### config.mk
export PLATFORM = sky130hd
export DESIGN_NAME = uart_tx_buffered
export DESIGN_NICKNAME = d
export VERILOG_FILES = /design/src/rtl/uart_tx_buffered.sv
export SDC_FILE = /design/constraint.sdc
export NUM_CORES = 1
export LEC_CHECK = 0
export BUFFER_PORTS_ARGS = -buffer_cell sky130_fd_sc_hd__buf_4
export CAP_MARGIN = 30
export CELL_PAD_IN_SITES_DETAIL_PLACEMENT = 1
export CELL_PAD_IN_SITES_GLOBAL_PLACEMENT = 1
export CORE_MARGIN = 1
export CORE_UTILIZATION = 35
export DETAILED_ROUTE_END_ITERATION = 8
export GPL_ROUTABILITY_DRIVEN = 0
export PLACE_DENSITY = 0.55
export SETUP_SLACK_MARGIN = 0.15
export SLEW_MARGIN = 20
export SYNTH_ARGS = -nofsm -noshare
export SYNTH_HDL_FRONTEND = slang
export SYNTH_SLANG_ARGS = --single-unit
### constraint.sdc
create_clock -name clk -period 2.8 [get_ports clk]
set_input_delay 0.56 -clock clk [delete_from_list [all_inputs] [get_ports clk]]
set_output_delay 0.56 -clock clk [all_outputs]
set_load 0.02 [all_outputs]
### src/rtl/uart_tx_buffered.sv
// rtl/uart_tx_buffered.sv - buffered UART transmitter: FIFO, baud divider and 8N1 framing FSM.
// Optional parity bit after the data bits when UART_TX_PARITY_EN is defined.
module uart_tx_buffered #(
  parameter int DATA_BITS    = 8,
  parameter int CLKS_PER_BIT = 16,
  parameter int FIFO_DEPTH   = 4,
  parameter int PARITY_ODD   = 0
) (
  input  logic                          clk,
  input  logic                          reset_n,
  input  logic [DATA_BITS-1:0]          tx_data,
  input  logic                          tx_valid,
  output logic                          tx_ready,
  output logic                          txd,
  output logic                          tx_busy,
  output logic [$clog2(FIFO_DEPTH):0]   fifo_count
);

  localparam int PW = $clog2(FIFO_DEPTH);
  localparam int CW = PW + 1;
  localparam int BW = $clog2(CLKS_PER_BIT);
  localparam int IW = (DATA_BITS > 1) ? $clog2(DATA_BITS) : 1;

  if (DATA_BITS < 1 || CLKS_PER_BIT < 2 || FIFO_DEPTH < 2 ||
      (FIFO_DEPTH & (FIFO_DEPTH - 1)) != 0 || PARITY_ODD < 0 || PARITY_ODD > 1) begin : g_bad_params
    $error("uart_tx_buffered: illegal parameter combination");
  end

  typedef enum logic [2:0] {
    S_IDLE,
    S_START,
    S_DATA,
`ifdef UART_TX_PARITY_EN
    S_PARITY,
`endif
    S_STOP
  } state_t;

  logic [DATA_BITS-1:0] mem [FIFO_DEPTH];
  logic [PW-1:0]        wr_ptr, rd_ptr;
  logic [CW-1:0]        count_nx;
  state_t               state, state_nx;
  logic [BW-1:0]        baud;
  logic [IW-1:0]        bit_idx;
  logic [DATA_BITS-1:0] shift, shift_nx;
  logic                 push, pop, txd_nx, baud_last, fifo_empty;
`ifdef UART_TX_PARITY_EN
  logic                 par_bit;
`endif

  assign push       = tx_valid && tx_ready;
  assign fifo_empty = (fifo_count == '0);
  assign baud_last  = (baud == BW'(CLKS_PER_BIT - 1));

  always_comb begin
    state_nx = state;
    pop      = 1'b0;
    shift_nx = shift;
    txd_nx   = 1'b1;
    case (state)
      S_IDLE: begin
        if (!fifo_empty) begin
          pop      = 1'b1;
          state_nx = S_START;
        end
      end
      S_START: if (baud_last) state_nx = S_DATA;
      S_DATA: begin
        if (baud_last) begin
          shift_nx = shift >> 1;
          if (bit_idx == IW'(DATA_BITS - 1)) begin
`ifdef UART_TX_PARITY_EN
            state_nx = S_PARITY;
`else
            state_nx = S_STOP;
`endif
          end
        end
      end
`ifdef UART_TX_PARITY_EN
      S_PARITY: if (baud_last) state_nx = S_STOP;
`endif
      S_STOP: begin
        // Chain straight into the next START so queued frames leave no idle bit.
        if (baud_last) begin
          if (!fifo_empty) begin
            pop      = 1'b1;
            state_nx = S_START;
          end else begin
            state_nx = S_IDLE;
          end
        end
      end
      default: state_nx = S_IDLE;
    endcase
    if (pop) shift_nx = mem[rd_ptr];
    case (state_nx)
      S_START:  txd_nx = 1'b0;
      S_DATA:   txd_nx = shift_nx[0];
`ifdef UART_TX_PARITY_EN
      S_PARITY: txd_nx = par_bit;
`endif
      default:  txd_nx = 1'b1;
    endcase
  end

  always_comb begin
    count_nx = fifo_count;
    case ({push, pop})
      2'b10:   count_nx = fifo_count + CW'(1);
      2'b01:   count_nx = fifo_count - CW'(1);
      default: count_nx = fifo_count;
    endcase
  end

  always_ff @(posedge clk) begin
    if (push) mem[wr_ptr] <= tx_data;
  end

  always_ff @(posedge clk or negedge reset_n) begin
    if (!reset_n) begin
      wr_ptr     <= '0;
      rd_ptr     <= '0;
      fifo_count <= '0;
      tx_ready   <= 1'b1;
      state      <= S_IDLE;
      baud       <= '0;
      bit_idx    <= '0;
      shift      <= '0;
      txd        <= 1'b1;
      tx_busy    <= 1'b0;
`ifdef UART_TX_PARITY_EN
      par_bit    <= 1'b0;
`endif
    end else begin
      if (push) wr_ptr <= wr_ptr + PW'(1);
      if (pop)  rd_ptr <= rd_ptr + PW'(1);
      fifo_count <= count_nx;
      tx_ready   <= (count_nx < CW'(FIFO_DEPTH));
      state      <= state_nx;
      shift      <= shift_nx;
      txd        <= txd_nx;
      tx_busy    <= (state_nx != S_IDLE);
      if (state_nx != state || state == S_IDLE || baud_last) baud <= '0;
      else                                                    baud <= baud + BW'(1);
      if (state != S_DATA) bit_idx <= '0;
      else if (baud_last)  bit_idx <= bit_idx + IW'(1);
`ifdef UART_TX_PARITY_EN
      if (pop) par_bit <= (^mem[rd_ptr]) ^ (PARITY_ODD != 0);
`endif
    end
  end

endmodule

Word level (Yosys, flattened, before mapping) --
Memories as Yosys holds them, arrays and structs flattened. Cells that the tools add are included. Widths: inputs -> output; s select.
Cells by class: muxes and demuxes 20, reductions and logical operators 10, $add $sub $neg 6, equal/unequal tests 11, order comparisons 1
Operator list (number):
- $mux 8 | 3
- $mux 3 | 7
- $pmux 3 s4 | 1
- $eq 3x2->1 const B | 3
- $add 3x1->3 const B | 2
- $eq 3x1->1 const B | 2
- $logic_not 3->1 | 2
- $pmux 3 s2 | 1
- $reduce_bool 2->1 | 3
- $mux 1 | 5
- $add 2x1->2 const B | 2
- $add 4x1->4 const B | 1
- $eq 4x4->1 const B | 1
- $mux 4 | 1
- $pmux 1 s2 | 2
- $eq 3x3->1 const B | 1
- $lt 3x3->1 const B | 1
- $ne 3x2->1 const B | 1
- $ne 3x3->1 | 1
- $reduce_bool 3->1 | 1
- $sub 3x1->3 const B | 1
- $eq 2x1->1 const B | 1
- $eq 2x2->1 const B | 1
- $logic_or 1x1->1 | 2
- 2 further kinds | 2
Word-level totals: memories 1, bits in writable memories 32, output and inout port bits 6, register bits after elaboration 28, input bits 11
Memories:
- mem | words 4, bits a word 8, rd ports 1, clocked after Yosys merged registers in 0, write ports 1, line 39 | logic [DATA_BITS-1:0] mem [FIFO_DEPTH];

Depth between registers and ports, before layout --
word-level depth 8, depth in mapped cells 10, mapped depth without buffers 9

Worst setup path after synthesis --
No wires, ideal clock.
path kind register to register, start point reg baud[0], end point reg fifo_count[1], path slack 0.420 ns, buffers on the path 1, library setup time 0.125 ns, stages on the path, launching flop included 8, arrival time 2.256 ns, cells stage by stage dfrtp_1 > ha_1 > nand4_1 > a2111oi_4 > buf_4 > ha_1 > fa_1 > mux2_2
On the way: longest elaborated chain between the ends 5
RTL lines:
- start: declaration | line 43 | logic [BW-1:0] baud;
- start signal: assignment | line 145 | else baud <= baud + BW'(1);
- $eq 4x4->1 (*) | line 53 | assign baud_last = (baud == BW'(CLKS_PER_BIT - 1));
- $mux 1 (*) | line 85 | if (baud_last) begin
- $pmux 1 s2 (*) | line 60 | case (state)
- $eq 2x1->1 or $eq 2x2->1 (tied branches) | line 109 | case ({push, pop})
- $pmux 3 s2 (*) | line 109
- end signal: assignment | line 138 | fifo_count <= count_nx;
- end: declaration | line 16 | output logic [$clog2(FIFO_DEPTH):0] fifo_count
Mark *: on every way between the ends. The rest lies on a longest branch, timed or not. A chain may end at the register's enable or synchronous reset.

Worst setup path after layout --
Same ends and word-level chain as after synthesis.

==> flow_summary.yaml <==
yosys:
  netlist_area_mm2: 0.00253
  syn_area_per_cell_um2: 15.3
  syn_nets: 185
  yosysSeqAreaShare: 0.659
  synth_edf_count: 32
  ys_ff_latch: 60
  post-synth-top-area-cell: "edfxtp_1"
  synth_area_leaders: "edfxtp_1 38%, dfrtp_1 26%, mux4_2 7.1%"
  synth_top_family_by_area: "compound AO/OA/AOI/OAI gates"
  synth_cells: 165
  yosysTopAreaCellShare: 0.380
  synthSimpleGateAreaFrac: 0.0738
  yosysWarnings: 0
  synthArstFlopShare: 0.467
  synth_compound_area_frac: 0.0837
  synth_xor_area_frac: 0.0312
  synthMuxAreaShare: 0.0802
  ys.flop_type: "edfxtp_1"
  ys_types: 39
  synthAdderAreaFrac: 0.0475
setup_path:
  start_kind: "flop"
  crit_arrival_ns: 2.48
  startpoint: "baud[0]$_DFF_PN0_"
  worstReg2RegStart: "baud[0]$_DFF_PN0_"
  cp_common_cell: "ha_1"
  cp_slowest_stage_delay_ns: 0.42
  required_ns: 3.02
  critPathMaxFanout: 4
  cp-end-kind: "flop"
  path_class: "flop to flop"
  crit_slowest_cell: "fa_1"
  path_cells: "ha_1, nand4_1, a2111oi_4, ha_1, fa_1, mux2_2"
clocking:
  clk_pin_slew_worst_paths_ns: 0.07
  numCtsBuffers: 9
  cts_tree: "yes"
  ctsResizeCount: 0
  cts_root_buf: "clkbuf_8"
  cts_buffer_depth: 2
  cts_sinks: 60
  post-cts-setup-buffers: 0
  cts_max_level: 3
  insertion_delay_ns: 0.33
  ctsHoldBuffers: 0
die:
  initial_utilization: 0.368
  die_area_mm2: 0.00756
  die_width_um: 87.0
  io_pins: 17
  coreArea_mm2: 0.00687
  die_h_um: 87.0
  rows: 30
timing:
  hold_violations: 0
  worst_pin_slew_ns: 0.612
  clock_skew_ns: 0.00918
  final.period_utilization: 0.808
  rsz0062_at_grt: "false"
  fin_setup_tns_ns: 0
  finalMaxSlewViolations: 0
  max_freq_ghz: 0.442
  maxSlewHeadroom: 0.592
  fin_crit_ns: 2.26
  setup_slack_ns: 0.537
  setup_violations: 0
cells_and_area:
  nets: 207
  diodes: 0
  drive_above_1_share: 0.250
  syn2layout_area_growth_pct: 15.5
power_and_ir_drop:
  ir_drop_uv: 343
  power.leakage_nw: 1.17
  pwr_density_cell_mw_per_mm2: 928
min_path:
  hp-class: "input port to asynchronous set/reset pin"
status:
  status: "finished, final reports clean"
global_routing:
  antenna_found_initial: 0
  grt.total_usage: 0.140
  grt_pass1_vias: 1494
  grt-ovfl-total: 0
  grt_pass1_wl_mm: 7.63
  grt_max_degree: 29
drt:
  via_per_inst: 4.82
  met2_length_mm: 2.35
  dr_total_vias: 1389
  wl_per_cell_um: 16.4
  wirelength_mm: 4.72
  dr_wl_met3_um: 129
  drt_iter0_markers: 53
  wl_met1_mm: 2.14
  highest_layer: "met4"
  firstDrtPassIters: 4
  ant_nets: 0
  drc: 0
placement:
  dp_hpwl_mm: 3.32
  placement.io_buffers: 16
  post-place-ws_ns: 0.533
run:
  cap_viol_max_count: 0
-- logic make-up (layout without fill, tap and decap cells) --
logic type | Yosys count | in the layout
DFF | 60 | 60
and+or+nand+nor | 37 | 37
AOI/OAI and AO/OA | 26 | 26
buffers and inverters | 13 | 40
muxes | 10 | 10
adders and majority gates | 9 | 9
xor gates and xnor gates | 9 | 9
other | 1 | 1
-- final cells by class --
type | instances | area (um^2)
Clock inverter | 7 | 51.3
Fill cell | 694 | 3950
Clock buffer | 9 | 124
Tap cell | 96 | 120
Sequential cell | 60 | 1660
Inverter | 7 | 26.3
Timing Repair Buffer | 17 | 128
Multi-Input combinational cell | 92 | 803
-- worst paths after layout --
kind / end / slack (ns) / cells past startpoint
min in group clk: mem[0][7]$_DFFE_PP_ / 0.42 / 1
min: bit_idx[1]$_DFFE_PN0P_ / 0.14 / 1
max in group asynchronous: tx_ready$_DFF_PN1_ / 2.34 / 1
min reg2reg: shift[3]$_DFFE_PN0P_ / 0.48 / 1
max: fifo_count[1]$_DFFE_PN0N_ / 0.54 / 6
max reg2reg: fifo_count[1]$_DFFE_PN0N_ / 0.54 / 6
-- power by group --
group          switching, mW  internal, mW  leakage, nW
logic                  0.330         0.368        0.441
registers              0.185          1.15        0.640
clock network          0.354         0.323       0.0856
total                  0.869          1.84         1.17
-- synth_stat cells, types with 2 or more instances --
cell type / number
nand2_1: 10
mux4_2: 8
a22o_1: 5
buf_2: 2
inv_1: 7
buf_4: 2
o21ai_0: 2
dfstp_2: 2
mux2_2: 2
a21o_1: 7
or3_1: 3
and3_1: 5
ha_1: 8
nor2_1: 8
a21oi_1: 3
xnor2_1: 6
nand3_1: 3
xor2_1: 3
dfrtp_1: 26
a22oi_1: 3
edfxtp_1: 32
-- layer usage --
layer  track usage  vias to the layer above
met5             0                        -
met4        0.0682                        0
met3        0.0398                       12
met2         0.224                       19
met1         0.176                      710
li1              -                      648
-- sequential cells by signal, indices dropped and copies added, names as in the netlist --
signal	flops
shift	8
bit_idx	3
tx_ready	1
baud	4
tx_busy	1
fifo_count	3
rd_ptr	2
txd	1
state	3
wr_ptr	2
mem	32
-- metrics by stage --
stage          cell area, um^2  std cells  utilization  power [mW]  hold WS [ns]
2_1_floorplan             2530        165            -        1.82         0.264
3_3_place_gp              2740        272        0.399        2.03         0.443
3_5_place_dp              2740        272        0.399        2.07         0.473
4_1_cts                   2920        288        0.425        2.76         0.144
5_1_grt                   2920        288        0.425        2.87         0.151
6_report                  2920        288        0.425        2.71         0.142
-- worst max-delay path, delay by kind of cell (launching register included) --
kind / cells / cell delay [ns]
AO/OA/AOI/OAI: 1 / 0.41
adder cells (fa/ha/maj): 3 / 0.92
flip-flops: 1 / 0.38
AND/OR/NAND/NOR: 1 / 0.17
multiplexers: 1 / 0.27
-- layout by cell type, fill, tap and decap left out, drive strengths merged, types with 5 or more instances in the layout --
master	instances
edfxtp	32
dfrtp	26
buf	17
nand2	10
clkbuf	9
nor2	9
mux4	8
ha	8
inv	8
a21o	7
xnor2	6
and3	5
a22o	5
(Power assumes the default switching activity.)
